`src/rtl/mem_arbiter_if.sv`:
```
// Request/response and memory-side bundle for mem_arbiter; slave = arbiter, master = core + memory side.
// Request channels are valid/ready; response channels are valid-only and never stall.
interface mem_arbiter_if #(
   parameter int ADDR_WIDTH = 32,
   parameter int DATA_WIDTH = 32
);
   logic                  i_req_valid;
   logic                  i_req_ready;
   logic [ADDR_WIDTH-1:0] i_req_addr;
   logic                  i_rsp_valid;
   logic [DATA_WIDTH-1:0] i_rsp_data;

   logic                  d_req_valid;
   logic                  d_req_ready;
   logic                  d_req_we;
   logic [ADDR_WIDTH-1:0] d_req_addr;
   logic [DATA_WIDTH-1:0] d_req_wdata;
   logic                  d_rsp_valid;
   logic [DATA_WIDTH-1:0] d_rsp_data;

   logic                  mem_write_enable;
   logic [ADDR_WIDTH-1:0] mem_address;
   logic [DATA_WIDTH-1:0] mem_data_in;
   logic [DATA_WIDTH-1:0] mem_data_out;

   modport slave (
      input  i_req_valid, i_req_addr,
      output i_req_ready, i_rsp_valid, i_rsp_data,
      input  d_req_valid, d_req_we, d_req_addr, d_req_wdata,
      output d_req_ready, d_rsp_valid, d_rsp_data,
      output mem_write_enable, mem_address, mem_data_in,
      input  mem_data_out
   );

   modport master (
      output i_req_valid, i_req_addr,
      input  i_req_ready, i_rsp_valid, i_rsp_data,
      output d_req_valid, d_req_we, d_req_addr, d_req_wdata,
      input  d_req_ready, d_rsp_valid, d_rsp_data,
      input  mem_write_enable, mem_address, mem_data_in,
      output mem_data_out
   );
endinterface

```
`src/rtl/mem_arbiter.sv`:
```
// I/D arbiter for a single-port memory; MEM_ARB_ROUND_ROBIN_EN selects round-robin, else D-first fixed priority.
// Grant in cycle N, response in N+1 (1 req/cycle); zero-cycle ready, responses never stall.
module mem_arbiter #(
   parameter int ADDR_WIDTH = 32,
   parameter int DATA_WIDTH = 32
) (
   input  logic         clk,
   input  logic         reset,
   mem_arbiter_if.slave bus
);
   typedef enum logic {PORT_I = 1'b0, PORT_D = 1'b1} port_e;

   typedef struct packed {
      logic  vld;
      port_e port;
      logic  we;
   } pend_t;

   pend_t                 pend_q, pend_d;
   logic [ADDR_WIDTH-1:0] addr_q, addr_d;
   logic [DATA_WIDTH-1:0] wdata_q, wdata_d;
   logic                  d_wins;
   logic                  grant_i, grant_d;
   logic                  rsp_live;

`ifdef MEM_ARB_ROUND_ROBIN_EN
   port_e last_q, last_d;

   always_comb begin
      last_d = last_q;
      if (grant_d)      last_d = PORT_D;
      else if (grant_i) last_d = PORT_I;
   end

   // Pointer resets to "I granted last" so that D wins the first contention.
   always_ff @(posedge clk) begin
      if (reset) last_q <= PORT_I;
      else       last_q <= last_d;
   end

   assign d_wins = (last_q == PORT_I);
`else
   assign d_wins = 1'b1;
`endif

   always_comb begin
      grant_i = !reset && bus.i_req_valid && (!bus.d_req_valid || !d_wins);
      grant_d = !reset && bus.d_req_valid && (!bus.i_req_valid || d_wins);
   end

   assign bus.i_req_ready = grant_i;
   assign bus.d_req_ready = grant_d;

   // Memory address/data hold their last driven value whenever nothing is granted.
   always_comb begin
      addr_d  = addr_q;
      wdata_d = wdata_q;
      pend_d  = '0;
      if (grant_d) begin
         addr_d  = bus.d_req_addr;
         wdata_d = bus.d_req_wdata;
         pend_d  = '{vld: 1'b1, port: PORT_D, we: bus.d_req_we};
      end else if (grant_i) begin
         addr_d  = bus.i_req_addr;
         pend_d  = '{vld: 1'b1, port: PORT_I, we: 1'b0};
      end
   end

   always_ff @(posedge clk) begin
      if (reset) begin
         pend_q  <= '0;
         addr_q  <= '0;
         wdata_q <= '0;
      end else begin
         pend_q  <= pend_d;
         addr_q  <= addr_d;
         wdata_q <= wdata_d;
      end
   end

   assign bus.mem_write_enable = grant_d && bus.d_req_we;
   assign bus.mem_address      = addr_d;
   assign bus.mem_data_in      = wdata_d;

   // A response still in flight when reset rises is dropped.
   assign rsp_live        = pend_q.vld && !reset;
   assign bus.i_rsp_valid = rsp_live && (pend_q.port == PORT_I);
   assign bus.d_rsp_valid = rsp_live && (pend_q.port == PORT_D);
   assign bus.i_rsp_data  = bus.i_rsp_valid ? bus.mem_data_out : '0;
   assign bus.d_rsp_data  = (bus.d_rsp_valid && !pend_q.we) ? bus.mem_data_out : '0;
endmodule

```
`src/flat_wrapper.sv`:
```
// flat-port wrapper written by rule: the top's interface ports become plain ports
module mem_arbiter_flat 
#(
   parameter int ADDR_WIDTH = 32,
   parameter int DATA_WIDTH = 32
)
  (clk, reset, bus_i_req_valid, bus_i_req_addr, bus_i_req_ready, bus_i_rsp_valid, bus_i_rsp_data, bus_d_req_valid, bus_d_req_we, bus_d_req_addr, bus_d_req_wdata, bus_d_req_ready, bus_d_rsp_valid, bus_d_rsp_data, bus_mem_write_enable, bus_mem_address, bus_mem_data_in, bus_mem_data_out);
  mem_arbiter_if #(.ADDR_WIDTH(ADDR_WIDTH), .DATA_WIDTH(DATA_WIDTH)) bus_i ();
  input  logic clk;
  input  logic reset;
  input wire logic [$bits(bus_i.i_req_valid)-1:0] bus_i_req_valid;
  input wire logic [$bits(bus_i.i_req_addr)-1:0] bus_i_req_addr;
  output wire logic [$bits(bus_i.i_req_ready)-1:0] bus_i_req_ready;
  output wire logic [$bits(bus_i.i_rsp_valid)-1:0] bus_i_rsp_valid;
  output wire logic [$bits(bus_i.i_rsp_data)-1:0] bus_i_rsp_data;
  input wire logic [$bits(bus_i.d_req_valid)-1:0] bus_d_req_valid;
  input wire logic [$bits(bus_i.d_req_we)-1:0] bus_d_req_we;
  input wire logic [$bits(bus_i.d_req_addr)-1:0] bus_d_req_addr;
  input wire logic [$bits(bus_i.d_req_wdata)-1:0] bus_d_req_wdata;
  output wire logic [$bits(bus_i.d_req_ready)-1:0] bus_d_req_ready;
  output wire logic [$bits(bus_i.d_rsp_valid)-1:0] bus_d_rsp_valid;
  output wire logic [$bits(bus_i.d_rsp_data)-1:0] bus_d_rsp_data;
  output wire logic [$bits(bus_i.mem_write_enable)-1:0] bus_mem_write_enable;
  output wire logic [$bits(bus_i.mem_address)-1:0] bus_mem_address;
  output wire logic [$bits(bus_i.mem_data_in)-1:0] bus_mem_data_in;
  input wire logic [$bits(bus_i.mem_data_out)-1:0] bus_mem_data_out;
  assign bus_i.i_req_valid = bus_i_req_valid;
  assign bus_i.i_req_addr = bus_i_req_addr;
  assign bus_i_req_ready = bus_i.i_req_ready;
  assign bus_i_rsp_valid = bus_i.i_rsp_valid;
  assign bus_i_rsp_data = bus_i.i_rsp_data;
  assign bus_i.d_req_valid = bus_d_req_valid;
  assign bus_i.d_req_we = bus_d_req_we;
  assign bus_i.d_req_addr = bus_d_req_addr;
  assign bus_i.d_req_wdata = bus_d_req_wdata;
  assign bus_d_req_ready = bus_i.d_req_ready;
  assign bus_d_rsp_valid = bus_i.d_rsp_valid;
  assign bus_d_rsp_data = bus_i.d_rsp_data;
  assign bus_mem_write_enable = bus_i.mem_write_enable;
  assign bus_mem_address = bus_i.mem_address;
  assign bus_mem_data_in = bus_i.mem_data_in;
  assign bus_i.mem_data_out = bus_mem_data_out;
  mem_arbiter #(.ADDR_WIDTH(ADDR_WIDTH), .DATA_WIDTH(DATA_WIDTH)) u_core (.clk(clk), .reset(reset), .bus(bus_i));
endmodule
```
`config.mk`:
```
export PLATFORM = sky130hd
export DESIGN_NAME = mem_arbiter_flat
export DESIGN_NICKNAME = d
export VERILOG_FILES = /design/src/rtl/mem_arbiter_if.sv /design/src/rtl/mem_arbiter.sv /design/src/flat_wrapper.sv
export SDC_FILE = /design/constraint.sdc
export NUM_CORES = 1
export LEC_CHECK = 0
export ABC_AREA = 1
export BUFFER_PORTS_ARGS = -buffer_cell sky130_fd_sc_hd__clkbuf_2
export CAP_MARGIN = 20
export CORE_AREA = 2 2 103 105
export CTS_CLUSTER_SIZE = 20
export DETAILED_ROUTE_END_ITERATION = 6
export DIE_AREA = 0 0 105 107
export PLACE_DENSITY = 0.78
export SLEW_MARGIN = 20
export SYNTH_ARGS = -nofsm -noshare
export SYNTH_HDL_FRONTEND = slang
export SYNTH_SLANG_ARGS = --single-unit
```
`constraint.sdc`:
```
create_clock -name clk -period 2.2 [get_ports clk]
set_input_delay 0 -clock clk [delete_from_list [all_inputs] [get_ports clk]]
set_output_delay 0 -clock clk [all_outputs]
set_load 0.02 [all_outputs]
```
==> flow_summary_export.csv, run 1 <==
group,metric,value,unit
floorplanning,dieArea,11200,um2
status,status,"finished clean",
synthesis,syn_area_per_cell,6.91,um2
setup_path,r2r_start,"u_core.wdata_q[2]$_SDFF_PP0_",
routing,vias,4641,
routing,drc,0,
floorplanning,fp-row-count,37,
finish,area_delta_synth_final,55.1,%
synthesis,synth_top_area_share,35.7,%
grt,first_global_vias,4544,
setup_path,cpPeakStageDelay,460,ps
synthesis,synth_seq_cells,67,
routing,drtPass1Iterations,4,
sta,slew_viol_final,0,
power,ir_drop,0.000322,V
sta,fin_crit_sh,88.5,%
routing,wl_per_cell,13.3,um
setup_path,cp_slowest_cell,"inv_1",
synthesis,yosysSeqAreaShare,35.7,%
synthesis,syn_inst,544,
routing,postRouteAntennaNets,0,
grt,grt_use_total,22.8,%
setup_path,worstSetupEndpointType,"primary output",
routing,routed_wl,13100,um
routing,viasPerCell,4.72,
finish,fillerInstances,924,
setup_path,reg2reg_to,"u_core.wdata_q[2]$_SDFF_PP0_",
setup_path,path_cells,"nor3_2 -> inv_1 -> nor2_1 -> clkbuf_2",
power,pwr_density_cell,570,nW/um2
finish,postLayoutCoreUtil,57.8,%
setup_path,startpoint_type,"register",
floorplanning,initial_utilization,37.2,%
finish,regArea,1340,um2
sta,hold_ws,16.0,ps
power,p_leak,0.00347,uW
sta,finClkSkew,0,ps
clocking,htree_num_levels,3,
finish,nets,975,
synthesis,yosys_warnings,0,
synthesis,ys_types,20,
grt,antenna_found_initial,0,
sta,fmax,514,MHz
clocking,cts_tree,"built",
clocking,cts_made_buffers,9,
grt,overflow,0,
finish,finalNonFillerCells,983,
grt,grt_first_pass_wirelength,20800,um
finish,final_common_cell,"clkbuf_2",
setup_path,critical_path.endpoint,"bus_i_rsp_data[2]",
floorplanning,io_pins,266,
setup_path,critPathMaxFanout,32,
clocking,cts_buffer_depth,2,
finish,layout_common_cells,"clkbuf_2, inv_1, nor2_1",
job,maxCapViolCount,0,
sta,period_needed,1950,ps
setup_path,worstPathRequired,2200,ps
synthesis,syn_nets,677,
clocking,cts.sinks,67,
sta,setup_viol,0,
clocking,cts-root-buf,"clkbuf_8",
grt,grt_max_degree,76,
sta,hold_viol_final,0,
setup_path,r2r_cells,2,
synthesis,syn_area,3760,um2
finish,multiInputGateArea,1740,um2
sta,worst-slew-pin-transition,929,ps
setup_path,startpoint,"u_core.pend_q[1]$_SDFF_PP0_",
synthesis,yosys.area.top_type,"dfxtp_1",
clocking,cts_setup_buffers,0,
place,hpwl,8840,um
place,place_congestion,0.808,
floorplanning,die_width,105,um
floorplanning,core_area,10100,um2
setup_path,crit_type,"register to primary output",
place,io_buffers,265,
setup_path,crit_family,"buffers and inverters",
sta,rsz0062_at_grt,"no",
floorplanning,die_h,107,um
place,placed_cells,909,
synthesis,synth_area_leaders,"dfxtp_1, inv_1, nor2_1, nand3_2, nand2_1",
routing,initialDrtViolationCount,400,
finish,design_area,5830,um2
place,placed_cell_area,5050,um2
clocking,clkTransAtPathRegs,70,ps
setup_path,rrSetupSlack,1460,ps
clocking,insertion_delay,320,ps
finish,drive_gt1_share,38.7,%
finish,num_antenna_cells,0,
sta,setup_tns,0,ps
setup_path,cp.buffers_inverters,2,
hold_path,worstHoldPathType,"input pin to register",
sta,relSlewSlack,38.0,%
setup_path,crit_cells,4,
setup_path,crit_arrival,1950,ps
where the power goes:
group	switching, uW	internal, uW	leakage [uW]
combinational	582	369	0.00282
sequential	22.1	1290	0.000555
clock	494	560	0.0000999
cell type report:
cell class	instances	share of cell area, %
inverter	104	6.74
clock inverter	5	1.03
multi-input combinational	329	29.9
clock buffer	11	2.43
tap	136	2.92
timing repair buffer	331	34.0
sequential	67	23.0
layer usage:
metal | part of all wire, % | global-route usage [%] | vias up | wire [um]
met2 | 52 | 42.9 | 224 | 6780
met4 | 4.4 | 11.3 | 0 | 578
met5 | 0 | 0 | - | 0
met3 | 6.8 | 5.11 | 44 | 893
li1 | - | - | 2325 | -
met1 | 37 | 23.9 | 2048 | 4840
through the flow:
| stage | setup WS [ps] | total power (uW) |
|---|---|---|
| global route | 17.4 | 3490 |
| detailed placement | 594 | 2200 |
| floorplan | 927 | 1890 |
| finish | 254 | 3320 |
| CTS | 231 | 3330 |
| global placement | 581 | 2190 |
worst min path at each step:
| stage | startpoint | slack [ps] | end | cells past startpoint |
|---|---|---|---|---|
| 5_1_grt | bus_d_req_addr[7] | 20 | u_core.addr_q[7]$_SDFF_PP0_ | 5 |
| 4_1_cts | bus_d_req_addr[0] | 0.4 | u_core.addr_q[0]$_SDFF_PP0_ | 5 |
| 3_5_place_dp | bus_d_req_we | 290 | u_core.pend_q[0]$_SDFF_PP0_ | 3 |
| 3_3_place_gp | bus_d_req_we | 270 | u_core.pend_q[0]$_SDFF_PP0_ | 3 |
| 6_report | bus_d_req_addr[0] | 20 | u_core.addr_q[0]$_SDFF_PP0_ | 5 |
| 2_1_floorplan | bus_d_req_valid | 80 | bus_i_req_ready | 1 |
worst reg2reg max path, delay by kind of cell (launching register included):
kind	cells	cell delay, ps
compound gates	1	270
buf+inv	1	50
flops	1	330
synth_stat cells (all sizes together):
cell type and instances:
buf 35, inv 104, and3 1, nor3 1, dfxtp 67, nand2 68, nor2 99, clkbuf 9
nand3 64, a21oi 32, nand4 32, a211oi 32
logic make-up after synthesis:
group,count (synthesis),synth area share [%]
DFF,67,35.7
AOI/OAI and AO/OA,64,10.9
and+or+nand+nor,265,35.5
buffers and inverters,148,17.9
registers in the layout, summed over array words and instances, names as in the netlist:
register / count
u_core.addr_q: 32
u_core.pend_q: 3
u_core.wdata_q: 32
what timing repair did:
action,4_1_cts,5_1_grt
gates resized for setup,0,0
hold buffers,58,0
hold endpoints to repair,58,0
setup endpoints to repair,0,0
No activity file was read; power rests on OpenSTA's default activity.
==> run 2: changes to the inputs <==
Settings changed: CORE_AREA 2 2 103 105 to 4 4 101 103, CTS_BUF_LIST set to sky130_fd_sc_hd__clkbuf_2, PLACE_DENSITY 0.78 to 0.83, SLEW_MARGIN 20 to not set.
==> run 2 against run 1 <==
Design area is 6.5% higher. Cell count is 2.1% higher. Clock-buffer cell count is 1 lower. Global-route usage is 2.3 points higher. Critical path type is now input pin to register. Highest routed layer unchanged.
==> flow_summary_export.csv, run 2 (same netlist as run 1, synthesis figures left out) <==
group,metric,value,unit
clocking,cts-root-buf,"clkbuf_2",
routing,initialDrtViolationCount,325,
setup_path,startpoint_type,"input pin",
place,hpwl,8980,um
sta,finClkSkew,0,ps
floorplanning,die_h,107,um
clocking,htree_num_levels,3,
floorplanning,core_area,9200,um2
setup_path,critPathMaxFanout,33,
sta,fin_crit_sh,92.2,%
place,placed_cells,881,
finish,drive_gt1_share,36.6,%
clocking,cts_setup_buffers,0,
floorplanning,io_pins,266,
setup_path,cpPeakStageDelay,590,ps
setup_path,path_cells,"clkbuf_2 -> inv_4 -> nand2_4 -> inv_4 -> nand2_1 -> nand3_2 -> dlygate4sd3_1 -> nand2_1 -> dlygate4sd3_1 -> inv_1",
setup_path,rrSetupSlack,340,ps
floorplanning,die_width,105,um
setup_path,worstSetupEndpointType,"register",
hold_path,hold_depth,3,
finish,num_antenna_cells,0,
finish,regArea,1340,um2
setup_path,startpoint,"reset",
clocking,clkTransAtPathRegs,220,ps
grt,grt_use_total,25.1,%
setup_path,worstPathRequired,2630,ps
grt,antenna_found_initial,0,
finish,reg_top3,"u_core.addr_q: 32 flops, u_core.wdata_q: 32 flops, u_core.pend_q: 3 flops",
finish,fillerInstances,710,
setup_path,crit_family,"buffers and inverters",
floorplanning,fp-row-count,35,
routing,routed_wl,14700,um
setup_path,crit_type,"input pin to register",
setup_path,critical_path.endpoint,"u_core.addr_q[8]$_SDFF_PP0_",
sta,fmax,493,MHz
place,placed_cell_area,4990,um2
routing,drc,0,
sta,worst-slew-pin-transition,892,ps
sta,setup_viol,0,
finish,multiInputGateArea,1750,um2
sta,rsz0062_at_grt,"no",
status,status,"finished clean",
grt,grt_first_pass_wirelength,23300,um
setup_path,reg2reg_to,"u_core.addr_q[2]$_SDFF_PP0_",
sta,setup_tns,0,ps
sta,period_needed,2030,ps
finish,layout_common_cells,"clkbuf_2, dlygate4sd3_1, inv_1",
clocking,cts_made_buffers,9,
clocking,cts.sinks,67,
finish,area_delta_synth_final,65.2,%
setup_path,crit_arrival,2460,ps
sta,hold_viol_final,0,
power,ir_drop,0.000442,V
floorplanning,initial_utilization,40.9,%
floorplanning,dieArea,11200,um2
finish,final_common_cell,"clkbuf_2",
sta,relSlewSlack,40.4,%
finish,nets,1021,
setup_path,cp_slowest_cell,"dlygate4sd3_1",
hold_path,worstHoldPathType,"input pin to register",
power,pwr_density_cell,521,nW/um2
sta,hold_ws,77.4,ps
setup_path,cp.buffers_inverters,6,
finish,finalNonFillerCells,1004,
place,place_congestion,0.774,
grt,first_global_vias,4998,
clocking,cts_tree,"built",
clocking,cts_buffer_depth,2,
routing,drtPass1Iterations,5,
routing,postRouteAntennaNets,0,
setup_path,crit_cells,10,
routing,vias,4979,
clocking,insertion_delay,460,ps
place,io_buffers,265,
job,maxCapViolCount,0,
sta,slew_viol_final,0,
setup_path,r2r_start,"u_core.addr_q[2]$_SDFF_PP0_",
grt,overflow,0,
routing,wl_per_cell,14.6,um
routing,viasPerCell,4.96,
finish,design_area,6210,um2
power,p_leak,0.00368,uW
grt,grt_max_degree,73,
setup_path,r2r_cells,6,
-- run 2: worst min path at each step --
stage	from	endpoint	slack, ps
after floorplan	bus_d_req_valid	bus_i_req_ready	80
after global placement	bus_d_req_we	u_core.pend_q[0]$_SDFF_PP0_	250
after detailed placement	bus_d_req_we	u_core.pend_q[0]$_SDFF_PP0_	250
after CTS	reset	u_core.wdata_q[2]$_SDFF_PP0_	50
after global routing	reset	u_core.wdata_q[26]$_SDFF_PP0_	50
final	reset	u_core.wdata_q[2]$_SDFF_PP0_	80
-- run 2: worst min-delay path: cells and delay by family --
family	cells	cell delay [ps]
buffers and inverters	2	460
AO/OA/AOI/OAI	1	90
-- run 2: repair_timing --
action / CTS / global route
endpoints found under the hold margin: 67 / 0
gates resized for setup: 0 / 3
setup endpoints to repair: 0 / 40
hold buffers: 107 / 0
-- run 2: cell type report --
| class | instances | share of cell area [%] |
|---|---|---|
| Clock buffer | 10 | 0.806 |
| Clock inverter | 6 | 1.43 |
| Inverter | 104 | 6.37 |
| Multi-Input combinational cell | 329 | 28.1 |
| Sequential cell | 67 | 21.6 |
| Tap cell | 111 | 2.24 |
| Timing Repair Buffer | 377 | 39.4 |
-- run 2: stage by stage --
| stage | worst slack [ps] | total power (uW) | util [%] |
|---|---|---|---|
| after detailed placement | 600 | 2200 | 54.3 |
| after CTS | 70.9 | 3220 | 67.5 |
| final | 173 | 3240 | 67.5 |
| after global placement | 614 | 2190 | 54.3 |
| after global routing | 44.0 | 3400 | 67.5 |
| after floorplan | 927 | 1890 | - |
-- run 2: metal layers --
| metal | wire, um | vias to the layer above | track usage (%) |
|---|---|---|---|
| met5 | 0 | - | 0 |
| met4 | 712 | 0 | 13.0 |
| met3 | 1250 | 63 | 7.53 |
| met2 | 7550 | 271 | 47.3 |
| met1 | 5190 | 2229 | 24.7 |
| li1 | - | 2416 | - |
-- run 2: power breakdown --
group / internal (uW) / total (uW) / switching, uW
clock network: 383 / 846 / 463
logic: 450 / 1070 / 621
registers: 1300 / 1320 / 21.8
==> run 3: changes to the inputs <==
Settings changed: CTS_BUF_LIST sky130_fd_sc_hd__clkbuf_2 to sky130_fd_sc_hd__clkbuf_4 sky130_fd_sc_hd__clkbuf_8.
==> run 3 against run 2 <==
Wire length decreased by 8.9%. Hold slack got worse by 63 ps. Clock-buffer cell count unchanged. Combinational power decreased by 10%. Critical path depth decreased by 6. Largest cell class unchanged.
==> flow_summary_export.csv, run 3 (same netlist as run 1, synthesis figures left out) <==
group,metric,value,unit
power,p_leak,0.00348,uW
power,pwr-share-clk,33.5,%
routing,drtPass1Iterations,5,
clocking,htree_num_levels,3,
power,seqPwrFrac,38.5,%
setup_path,critPathMaxFanout,32,
routing,postRouteAntennaNets,0,
floorplanning,fp-row-count,35,
place,hpwl,8980,um
finish,layout_common_cells,"clkbuf_2, inv_1, nor2_1",
sta,worst-slew-pin-transition,1010,ps
grt,antenna_found_initial,0,
finish,num_antenna_cells,0,
finish,finalNonFillerCells,959,
sta,hold_viol_final,0,
clocking,cts_buffer_depth,2,
grt,first_global_vias,4440,
place,io_buffers,265,
setup_path,crit_type,"register to primary output",
setup_path,r2r_cells,2,
hold_path,hold_depth,5,
sta,setup_viol,0,
sta,rsz0062_at_grt,"no",
clocking,cts-root-buf,"clkbuf_8",
routing,drc,0,
sta,setup_tns,0,ps
finish,nets,976,
power,switchingPower,1100,uW
clocking,cts_made_buffers,9,
finish,area_delta_synth_final,55.3,%
sta,period_needed,1960,ps
routing,wl_per_cell,14.0,um
setup_path,crit_arrival,1960,ps
setup_path,startpoint_type,"register",
finish,drive_gt1_share,38.4,%
sta,finClkSkew,0,ps
sta,fin_crit_sh,89.0,%
floorplanning,die_width,105,um
clocking,insertion_delay,330,ps
grt,use_met3,7.59,%
place,post-place-ws,600,ps
grt,busiest_layer,"met2",
hold_path,worstHoldPathType,"input pin to register",
routing,routed_wl,13400,um
setup_path,worstSetupEndpointType,"primary output",
power,pwr_density_cell,586,nW/um2
clocking,cts_tree,"built",
grt,met1_usage,23.5,%
power,p_sw_share,32.2,%
routing,initialDrtViolationCount,374,
power,p_comb_share,28.1,%
job,maxCapViolCount,0,
sta,fmax,511,MHz
place,place_congestion,0.774,
grt,overflow,0,
grt,grt_max_degree,73,
power,power,3420,uW
finish,fillerInstances,774,
sta,setup_slack,242,ps
grt,grt_use_total,22.7,%
finish,reg_top3,"u_core.addr_q: 32 flops, u_core.wdata_q: 32 flops, u_core.pend_q: 3 flops",
routing,vias,4694,
clocking,clkTransAtPathRegs,70,ps
finish,final_common_cell,"clkbuf_2",
routing,viasPerCell,4.89,
floorplanning,core_area,9200,um2
floorplanning,die_h,107,um
power,ir_drop,0.000390,V
clocking,cts_setup_buffers,0,
status,status,"finished clean",
clocking,cts.sinks,67,
grt,use_met2,41.2,%
grt,grt_first_pass_wirelength,21000,um
floorplanning,initial_utilization,40.9,%
sta,slew_viol_final,0,
setup_path,worstPathRequired,2200,ps
floorplanning,dieArea,11200,um2
sta,relSlewSlack,32.6,%
place,placed_cells,881,
power,internal_power,2320,uW
floorplanning,io_pins,266,
-- run 3: power groups by stage --
stage	clock network [uW]	logic (uW)	registers (uW)
detailed placement	0	855	1340
CTS	1170	947	1310
floorplan	0	554	1340
global route	1230	1040	1320
global placement	0	847	1340
finish	1140	960	1320
-- run 3: final cells by class --
| type | count | area (um2) | share of cell area [%] |
|---|---|---|---|
| timing repair buffer | 332 | 2000 | 34.2 |
| multi-input combinational | 329 | 1740 | 29.9 |
| sequential | 67 | 1340 | 23.0 |
| inverter | 104 | 393 | 6.73 |
| tap | 111 | 139 | 2.38 |
| clock buffer | 10 | 131 | 2.25 |
| clock inverter | 6 | 88.8 | 1.52 |
-- run 3: worst paths after layout --
check | start | to | slack [ps]
worst min-delay path | bus_d_req_addr[0] | u_core.addr_q[0]$_SDFF_PP0_ | 10
worst min register to register | u_core.wdata_q[25]$_SDFF_PP0_ | u_core.wdata_q[25]$_SDFF_PP0_ | 470
worst max-delay path | u_core.pend_q[1]$_SDFF_PP0_ | bus_d_rsp_data[29] | 240
worst max register to register | u_core.wdata_q[6]$_SDFF_PP0_ | u_core.wdata_q[6]$_SDFF_PP0_ | 1460
-- run 3: critical path, cell delays in order (launching register included) --
cell	delay, ps
dfxtp_1	350
and3_1	190
nand2_1	560
nor2_1	300
clkbuf_2	210
-- run 3: repair_timing --
action | CTS | global route
resized for setup | 0 | 0
endpoints found under the hold margin | 62 | 0
hold buffers | 62 | 0
-- run 3: through the flow --
step           instance area [um2]  hold WS, ps  util (%)
2_1_floorplan                 3760         79.8         -
3_3_place_gp                  4990          248      54.3
3_5_place_dp                  4990          251      54.3
4_1_cts                       5830        0.972      63.4
5_1_grt                       5830         8.95      63.4
6_report                      5830         14.2      63.4
-- run 3: per-layer routing --
layer / wire, um / vias up
met2: 6770 / 252
met3: 1220 / 46
li1: - / 2328
met5: 0 / -
met1: 4810 / 2068
met4: 582 / 0
